[config.mk]
export PLATFORM = sky130hd
export DESIGN_NAME = input_conditioner
export DESIGN_NICKNAME = d
export VERILOG_FILES = /design/src/rtl/input_conditioner_pkg.sv /design/src/rtl/input_conditioner_debounce_fsm.sv /design/src/rtl/input_conditioner.sv
export SDC_FILE = /design/constraint.sdc
export NUM_CORES = 1
export LEC_CHECK = 0
export ABC_AREA = 1
export CORE_ASPECT_RATIO = 1.1
export CORE_MARGIN = 8
export CORE_UTILIZATION = 45
export CTS_BUF_LIST = sky130_fd_sc_hd__clkbuf_8
export DETAILED_ROUTE_END_ITERATION = 10
export GPL_TIMING_DRIVEN = 0
export MAX_ROUTING_LAYER = met4
export SLEW_MARGIN = 20
export SYNTH_ARGS = -nofsm -noshare
export SYNTH_HDL_FRONTEND = slang
export SYNTH_HIERARCHICAL = 1
export SYNTH_SLANG_ARGS = --single-unit
[constraint.sdc]
create_clock -name Clock -period 1.7 [get_ports Clock]
set_input_delay 0.255 -clock Clock [delete_from_list [all_inputs] [get_ports Clock]]
set_output_delay 0.255 -clock Clock [all_outputs]
set_load 0.05 [all_outputs]
[src/rtl/input_conditioner_pkg.sv]
// input_conditioner_pkg: debounce state encodings and default debounce interval
package input_conditioner_pkg;

    typedef enum logic [1:0] {
        DB_IDLE       = 2'd0,
        DB_PRESS_WAIT = 2'd1,
        DB_HELD       = 2'd2,
        DB_REL_WAIT   = 2'd3
    } db_state_t;

    localparam int DB_TICKS_DEFAULT = 1_000_000;

endpackage

[src/rtl/input_conditioner_debounce_fsm.sv]
// debounce_fsm: one channel of 2-flop synchroniser, stability counter and debounce FSM
module debounce_fsm
    import input_conditioner_pkg::*;
#(
    parameter int DB_TICKS = DB_TICKS_DEFAULT
) (
    input  logic Clock,
    input  logic Reset,
    input  logic i_raw,
    output logic level,
    output logic press,
    output logic o_fire
);

    localparam int CW = $clog2(DB_TICKS);
    localparam logic [CW-1:0] LAST = CW'(DB_TICKS - 1);

    logic          r_s1;
    logic          r_s2;
    db_state_t     r_state;
    logic [CW-1:0] r_cnt;
    logic          r_level;
    logic          r_press;
    logic          w_last;

    assign w_last = r_cnt == LAST;
    // o_fire is high in the cycle whose closing edge registers the press pulse
    assign o_fire = r_state == DB_PRESS_WAIT && r_s2 && w_last;
    assign level  = r_level;
    assign press  = r_press;

    // Synchronise the raw input, then step the debounce FSM on the synchronised level
    always_ff @(posedge Clock) begin
        if (Reset) begin
            r_s1    <= 1'b0;
            r_s2    <= 1'b0;
            r_state <= DB_IDLE;
            r_cnt   <= '0;
            r_level <= 1'b0;
            r_press <= 1'b0;
        end else begin
            r_s1    <= i_raw;
            r_s2    <= r_s1;
            r_press <= o_fire;
            case (r_state)
                DB_IDLE: if (r_s2) begin
                    r_state <= DB_PRESS_WAIT;
                    r_cnt   <= '0;
                end
                DB_PRESS_WAIT: if (!r_s2) begin
                    r_state <= DB_IDLE;
                    r_cnt   <= '0;
                end else if (w_last) begin
                    r_state <= DB_HELD;
                    r_cnt   <= '0;
                    r_level <= 1'b1;
                end else begin
                    r_cnt <= r_cnt + 1'b1;
                end
                DB_HELD: if (!r_s2) begin
                    r_state <= DB_REL_WAIT;
                    r_cnt   <= '0;
                end
                DB_REL_WAIT: if (r_s2) begin
                    r_state <= DB_HELD;
                    r_cnt   <= '0;
                end else if (w_last) begin
                    r_state <= DB_IDLE;
                    r_cnt   <= '0;
                    r_level <= 1'b0;
                end else begin
                    r_cnt <= r_cnt + 1'b1;
                end
                default: r_state <= DB_IDLE;
            endcase
        end
    end

endmodule

[src/rtl/input_conditioner.sv]
// input_conditioner: synchronise, debounce and capture board switches/buttons; SAMPLE_LATCH_EN latches Din on Sample
module input_conditioner
    import input_conditioner_pkg::*;
#(
    parameter int DB_TICKS = DB_TICKS_DEFAULT,
    parameter int NBTN     = 3
) (
    input  logic            Clock,
    input  logic            Reset,
    input  logic [7:0]      SwIn,
    input  logic            SampleIn,
    input  logic [NBTN-1:0] BtnIn,
    output logic [7:0]      Din,
    output logic            Sample,
    output logic [NBTN-1:0] Btns,
    output logic [NBTN-1:0] BtnPress
);

    logic [7:0]    r_sw_s1;
    logic [7:0]    r_sw_s2;
    logic [NBTN:0] w_raw;
    logic [NBTN:0] w_level;
    logic [NBTN:0] w_press;
    logic [NBTN:0] w_fire;
    logic          w_unused;

    // Channel 0 is the Sample button, channels 1..NBTN are the user buttons
    assign w_raw    = {BtnIn, SampleIn};
    assign Sample   = w_press[0];
    assign Btns     = w_level[NBTN:1];
    assign BtnPress = w_press[NBTN:1];

    genvar i;
    generate
        for (i = 0; i <= NBTN; i++) begin : g_ch
            debounce_fsm #(.DB_TICKS(DB_TICKS)) u_db (
                .Clock  (Clock),
                .Reset  (Reset),
                .i_raw  (w_raw[i]),
                .level  (w_level[i]),
                .press  (w_press[i]),
                .o_fire (w_fire[i])
            );
        end
    endgenerate

    // Switches are only synchronised; they are sampled as a byte, never debounced
    always_ff @(posedge Clock) begin
        if (Reset) begin
            r_sw_s1 <= '0;
            r_sw_s2 <= '0;
        end else begin
            r_sw_s1 <= SwIn;
            r_sw_s2 <= r_sw_s1;
        end
    end

`ifdef SAMPLE_LATCH_EN
    logic [7:0] r_din;

    // Capture on the same edge that raises Sample so Din and Sample are valid together
    always_ff @(posedge Clock) begin
        if (Reset) r_din <= '0;
        else if (w_fire[0]) r_din <= r_sw_s2;
    end

    assign Din      = r_din;
    assign w_unused = ^{w_level[0], w_fire[NBTN:1]};
`else
    assign Din      = r_sw_s2;
    assign w_unused = ^{w_level[0], w_fire};
`endif

endmodule

After elaboration in Yosys (flattened, before gate mapping)

Cells that the tools add are included.

Output and inout port bits: 15
Register bits: 119
Logic and storage cells: 166

Reduce and logical (&&, ||, !) cells: 26
Equality and inequality tests: 44
Multiplexer cells: 67
Add/sub/neg operators: 4

Operators by type and width:

| cell                                                | count |
|---|---|
| two-way mux 20 bit                                  | 20 |
| one-hot mux 20 bit (4 select lines)                 | 4 |
| adder 20 x 1 -> 20 bit, second input constant       | 4 |
| equality test 20 bit, second input constant         | 4 |
| two-way mux 2 bit                                   | 24 |
| one-hot mux 2 bit (4 select lines)                  | 4 |
| != test 2 x 1 -> 1 bit, second input constant       | 13 |
| equality test 2 bit, second input constant          | 8 |
| AND reduction 4 bit                                 | 4 |
| AND reduction 5 bit                                 | 3 |
| != test 2 bit, second input constant                | 7 |
| two-way mux 1 bit                                   | 12 |
| != test 3 x 1 -> 1 bit, second input constant       | 4 |
| != test 3 bit, second input constant                | 4 |
| equality test 2 x 1 -> 1 bit, second input constant | 4 |
| logical AND 1 bit                                   | 8 |
| logical NOT 2 bit                                   | 4 |
| AND reduction 2 bit                                 | 4 |
| one-hot mux 1 bit (2 select lines)                  | 3 |
| nonzero test 2 bit                                  | 3 |

Logic depth before layout (Yosys ltp)

Word-level depth: 4
Gate-level depth with buffers: 10
Depth with buffers taken out: 10

Modules after synthesis

The synthesis kept the hierarchy.

By module, submodules not included:

| module                          | instances | cells each | area an instance (µm²) |
|---|---|---|---|
| debounce_fsm (g_ch[0].u_db ...) | 3         | 262        | 1634.1 |
| debounce_fsm (g_ch[3].u_db)     | 1         | 256        | 1602.8 |
| input_conditioner               | 1         | 53         | 496.7 |

Worst setup path after synthesis

Ideal clock, no wire load.

Path type: register to register
Start point: reg g_ch[3].u_db.r_cnt[1]
End point: reg g_ch[3].u_db.r_cnt[17]
Library setup time: 132 ps
Data required time: 1568 ps
Stages on the path, launching flop included: 10
Path buffers: 1
Data arrival time: 1338 ps
Setup slack: 229 ps
Cells stage by stage: dfxtp_1 ha_1 nand3_2 nor2_4 nand3_2 nor2_4 nor2_4 buf_6 nand3_1 a21oi_1

Longest elaborated chain between the ends: 4
Elaborated cells between the ends (all ways): 6
Classes of those cells: add/sub: 1; eq/ne: 1; mux: 4

RTL lines:

| what                                                                  | line                                                                                                             | source |
|---|---|---|
| start: declaration                                                    | input_conditioner_debounce_fsm.sv:21                                                                             | `logic [CW-1:0] r_cnt;` |
| start signal: assignment                                              | input_conditioner_debounce_fsm.sv:58                                                                             | `r_cnt <= r_cnt + 1'b1;` |
| start signal: assignment                                              | input_conditioner_debounce_fsm.sv:72                                                                             | `r_cnt <= r_cnt + 1'b1;` |
| adder 20 x 1 -> 20 bit / equality test 20 bit (equally long branches) | input_conditioner_debounce_fsm.sv:58, input_conditioner_debounce_fsm.sv:72, input_conditioner_debounce_fsm.sv:26 |  |
| two-way mux 20 bit (*)                                                | input_conditioner_debounce_fsm.sv:53, input_conditioner_debounce_fsm.sv:67                                       |  |
| two-way mux 20 bit, on equally long branches                          | input_conditioner_debounce_fsm.sv:64, input_conditioner_debounce_fsm.sv:50                                       |  |
| one-hot mux 20 bit (4 select lines) (*)                               | input_conditioner_debounce_fsm.sv:45                                                                             | `case (r_state)` |

Every way passes the cells marked *; elsewhere a longest branch is shown, timed or not.
A chain may end at the register's enable or synchronous reset.

Worst setup path in the final report

Start point: reg g_ch[1].u_db.r_level
End point: out Btns[0]

RTL lines:

| what                     | line                                 | source |
|---|---|---|
| start: declaration       | input_conditioner_debounce_fsm.sv:22 | `logic r_level;` |
| start signal: assignment | input_conditioner_debounce_fsm.sv:39 | `r_level <= 1'b0;` |
| start signal: assignment | input_conditioner_debounce_fsm.sv:56 | `r_level <= 1'b1;` |
| start signal: assignment | input_conditioner_debounce_fsm.sv:70 | `r_level <= 1'b0;` |
| end: declaration         | input_conditioner.sv:15              | `output logic [NBTN-1:0] Btns,` |

No word-level cell between the ends.

==> out/metrics.csv <==
stage,metric,value,unit
run_status,status,"finished, final reports clean",
route,drc,0,
floorplan,ios,29,
synth,netlist_instances,1088,
grt,grt_use_total,17.2,%
place,globalplace.congestion,0.925,
layout,instances_no_fill,1345,
critical_path,critPathRequiredTime,1440,ps
synth,yosysWarnings,6,
route,viasPerCell,4.83,
route,drtIter0Drc,446,
power,power_density,759,nW/um^2
layout,layout-drive-gt1-share,15.3,%
route,postRouteAntennaNets,0,
layout,regArea,2390,sq um
clocking,cts_htree_levels,4,
clocking,cts_root_buf,clkbuf_8,
synth,syn-cell-area,6950,sq um
grt,grt-busiest-layer,met2,
sta,min_period_over_period,94.8,%
grt,grtUsageMet1,21.3,%
sta,finClkSkew,12.8,ps
sta,setup_viol,0,
route,drt-pass1-iter-count,5,
grt,grt-ovfl-total,0,
place,dpl.hpwl,11.7,mm
layout,multi_input_area,3840,sq um
route,vias,6502,
grt,antenna_found_initial,0,
critical_path,endpoint_kind,primary output,
place,place_inst,1312,
sta,tightest_slew,549,ps
floorplan,die_h,146,microns
worst_hold_path,hp-class,primary input to register,
layout,post-route-util,53.1,%
layout,fin_nets,1154,
critical_path,start_kind,register,
layout,syn_to_final_growth,15.5,%
floorplan,start_util,46.0,%
clocking,cts_hold_buf,0,
power,p_leak,0.00309,uW
power,peakVddDrop,0.000485,V
floorplan,placementRows,47,
sta,fmax,621,MHz
power,p_switching,1420,uW
sta,final-hold-violation-count,0,
place,place_ws,-647,ps
sta,fin_hold_ws,327,ps
place,port_buffers,28,
synth,postSynthAreaPerCell,6.39,sq um
synth,synth_fp_nets,1106,
sta,relSlewSlack,63.4,%
grt,grt_max_degree,17,
floorplan,die_area,19700,sq um
critical_path,worst-setup-path-type,register to primary output,
worst_hold_path,hold_start,BtnIn[0],
place,placed_cell_area,7480,sq um
floorplan,fp.coreArea,15100,sq um
sta,setup_ws,88.8,ps
grt,gr-usage-met3,3.74,%
layout,fillers,1573,
critical_path,r2r_start,g_ch[3].u_db/r_cnt[1]$_SDFFE_PP0P_,
power,p_seq_share,46.8,%
sta,period_needed,1610,ps
clocking,cts_tree,done,
grt,grt_pass1_wl,27.3,mm
floorplan,die_w,135,microns
clocking,worstSkewPairLatency,440,ps
power,internal_power,4680,uW
sta,slew_viol_final,0,
layout,finish.instance_area,8030,sq um
power,switching_share,23.3,%
route,wl,16.1,mm
critical_path,path_max_fanout,2,
critical_path,cp.arrival,1360,ps
critical_path,cp-startpoint,g_ch[1].u_db/level$_SDFFE_PP0P_,
power,power.share.clock,46.8,%
route,post_drt_wl_per_cell,11.9,microns
power,comb_power_share,6.3,%
grt,first_global_vias,5866,
clocking,clock_path_buffers,2,
flow_run,cap_violations,0,
clocking,clk_transition_reported_paths,70,ps
clocking,cts.sinks,119,
grt,grtUsageMet2,27.4,%
clocking,cts_buffers,17,
layout,antennaDiodeCount,0,
-- stage by stage --
stage                     TNS (ps)  power (uW)
after global routing        -0.379        6380
after detailed placement    -29630        3290
after CTS                        0        6190
final                            0        6100
after floorplan                  0        3160
after global placement      -30640        3290
-- cells in the final DEF (no fill, tap or decap), types with 22 or more instances in the layout --
| cell | instances |
|---|---|
| dfxtp_1 | 115 |
| inv_1 | 161 |
| nand3_1 | 72 |
| nand2_1 | 307 |
| nor2_4 | 23 |
| a21oi_1 | 53 |
| clkbuf_8 | 22 |
| nand4_1 | 24 |
| o21ai_0 | 39 |
| nor2_1 | 150 |
-- power by group through the flow --
| stage | clock [uW] | combinational [uW] | sequential [uW] |
|---|---|---|---|
| 6_report | 2860 | 386 | 2850 |
| 3_5_place_dp | 0 | 379 | 2920 |
| 2_1_floorplan | 0 | 219 | 2940 |
| 4_1_cts | 2960 | 376 | 2850 |
| 3_3_place_gp | 0 | 379 | 2920 |
| 5_1_grt | 3090 | 430 | 2860 |
-- final cells by class --
class                   count  share of cell area (%)
repair buffers             29                    3.40
clock inverters            11                    1.90
plain buffers              25                    2.26
inverters                 170                    8.14
well taps                 196                    3.06
multi-input cells         774                    47.9
clock buffers              21                    3.60
flip-flops and latches    119                    29.7
-- final timing paths --
path                                                            end  slack [ps]  cells past startpoint
worst max-delay path                                        Btns[0]          90                      2
worst min-delay path                   g_ch[1].u_db/r_s1$_SDFF_PP0_         330                      3
worst max register to register  g_ch[3].u_db/r_cnt[17]$_SDFFE_PP0P_         100                      9
worst min register to register                    Din[1]$_SDFF_PP0_         400                      2
-- metal layers --
layer	up-vias	routed length, microns
met2	85	7420
met4	0	191
met3	18	510
met1	2911	7950
met5	-	0
li1	3488	-
-- state kept, by name (all words and copies together), names as in the netlist, named ones only --
signal / cells
g_ch.u_db/r_state: 4
g_ch.u_db/r_cnt: 80
g_ch.u_db/level: 3
g_ch.u_db/r_s2: 4
g_ch.u_db/press: 4
Din: 8
g_ch.u_db/r_s1: 4
r_sw_s1: 8
-- worst max-delay path, cell delays in order, from the launching register on --
cell	delay (ps)
dfxtp_1	330
buf_4	100
clkdlybuf4s15_1	480
-- repair_timing --
| action | CTS | global route |
|---|---|---|
| setup buffers | 0 | 1 |
| endpoints found under the setup margin | 57 | 71 |
| resized for setup | 22 | 29 |
Power figures use the tool's default switching activity.
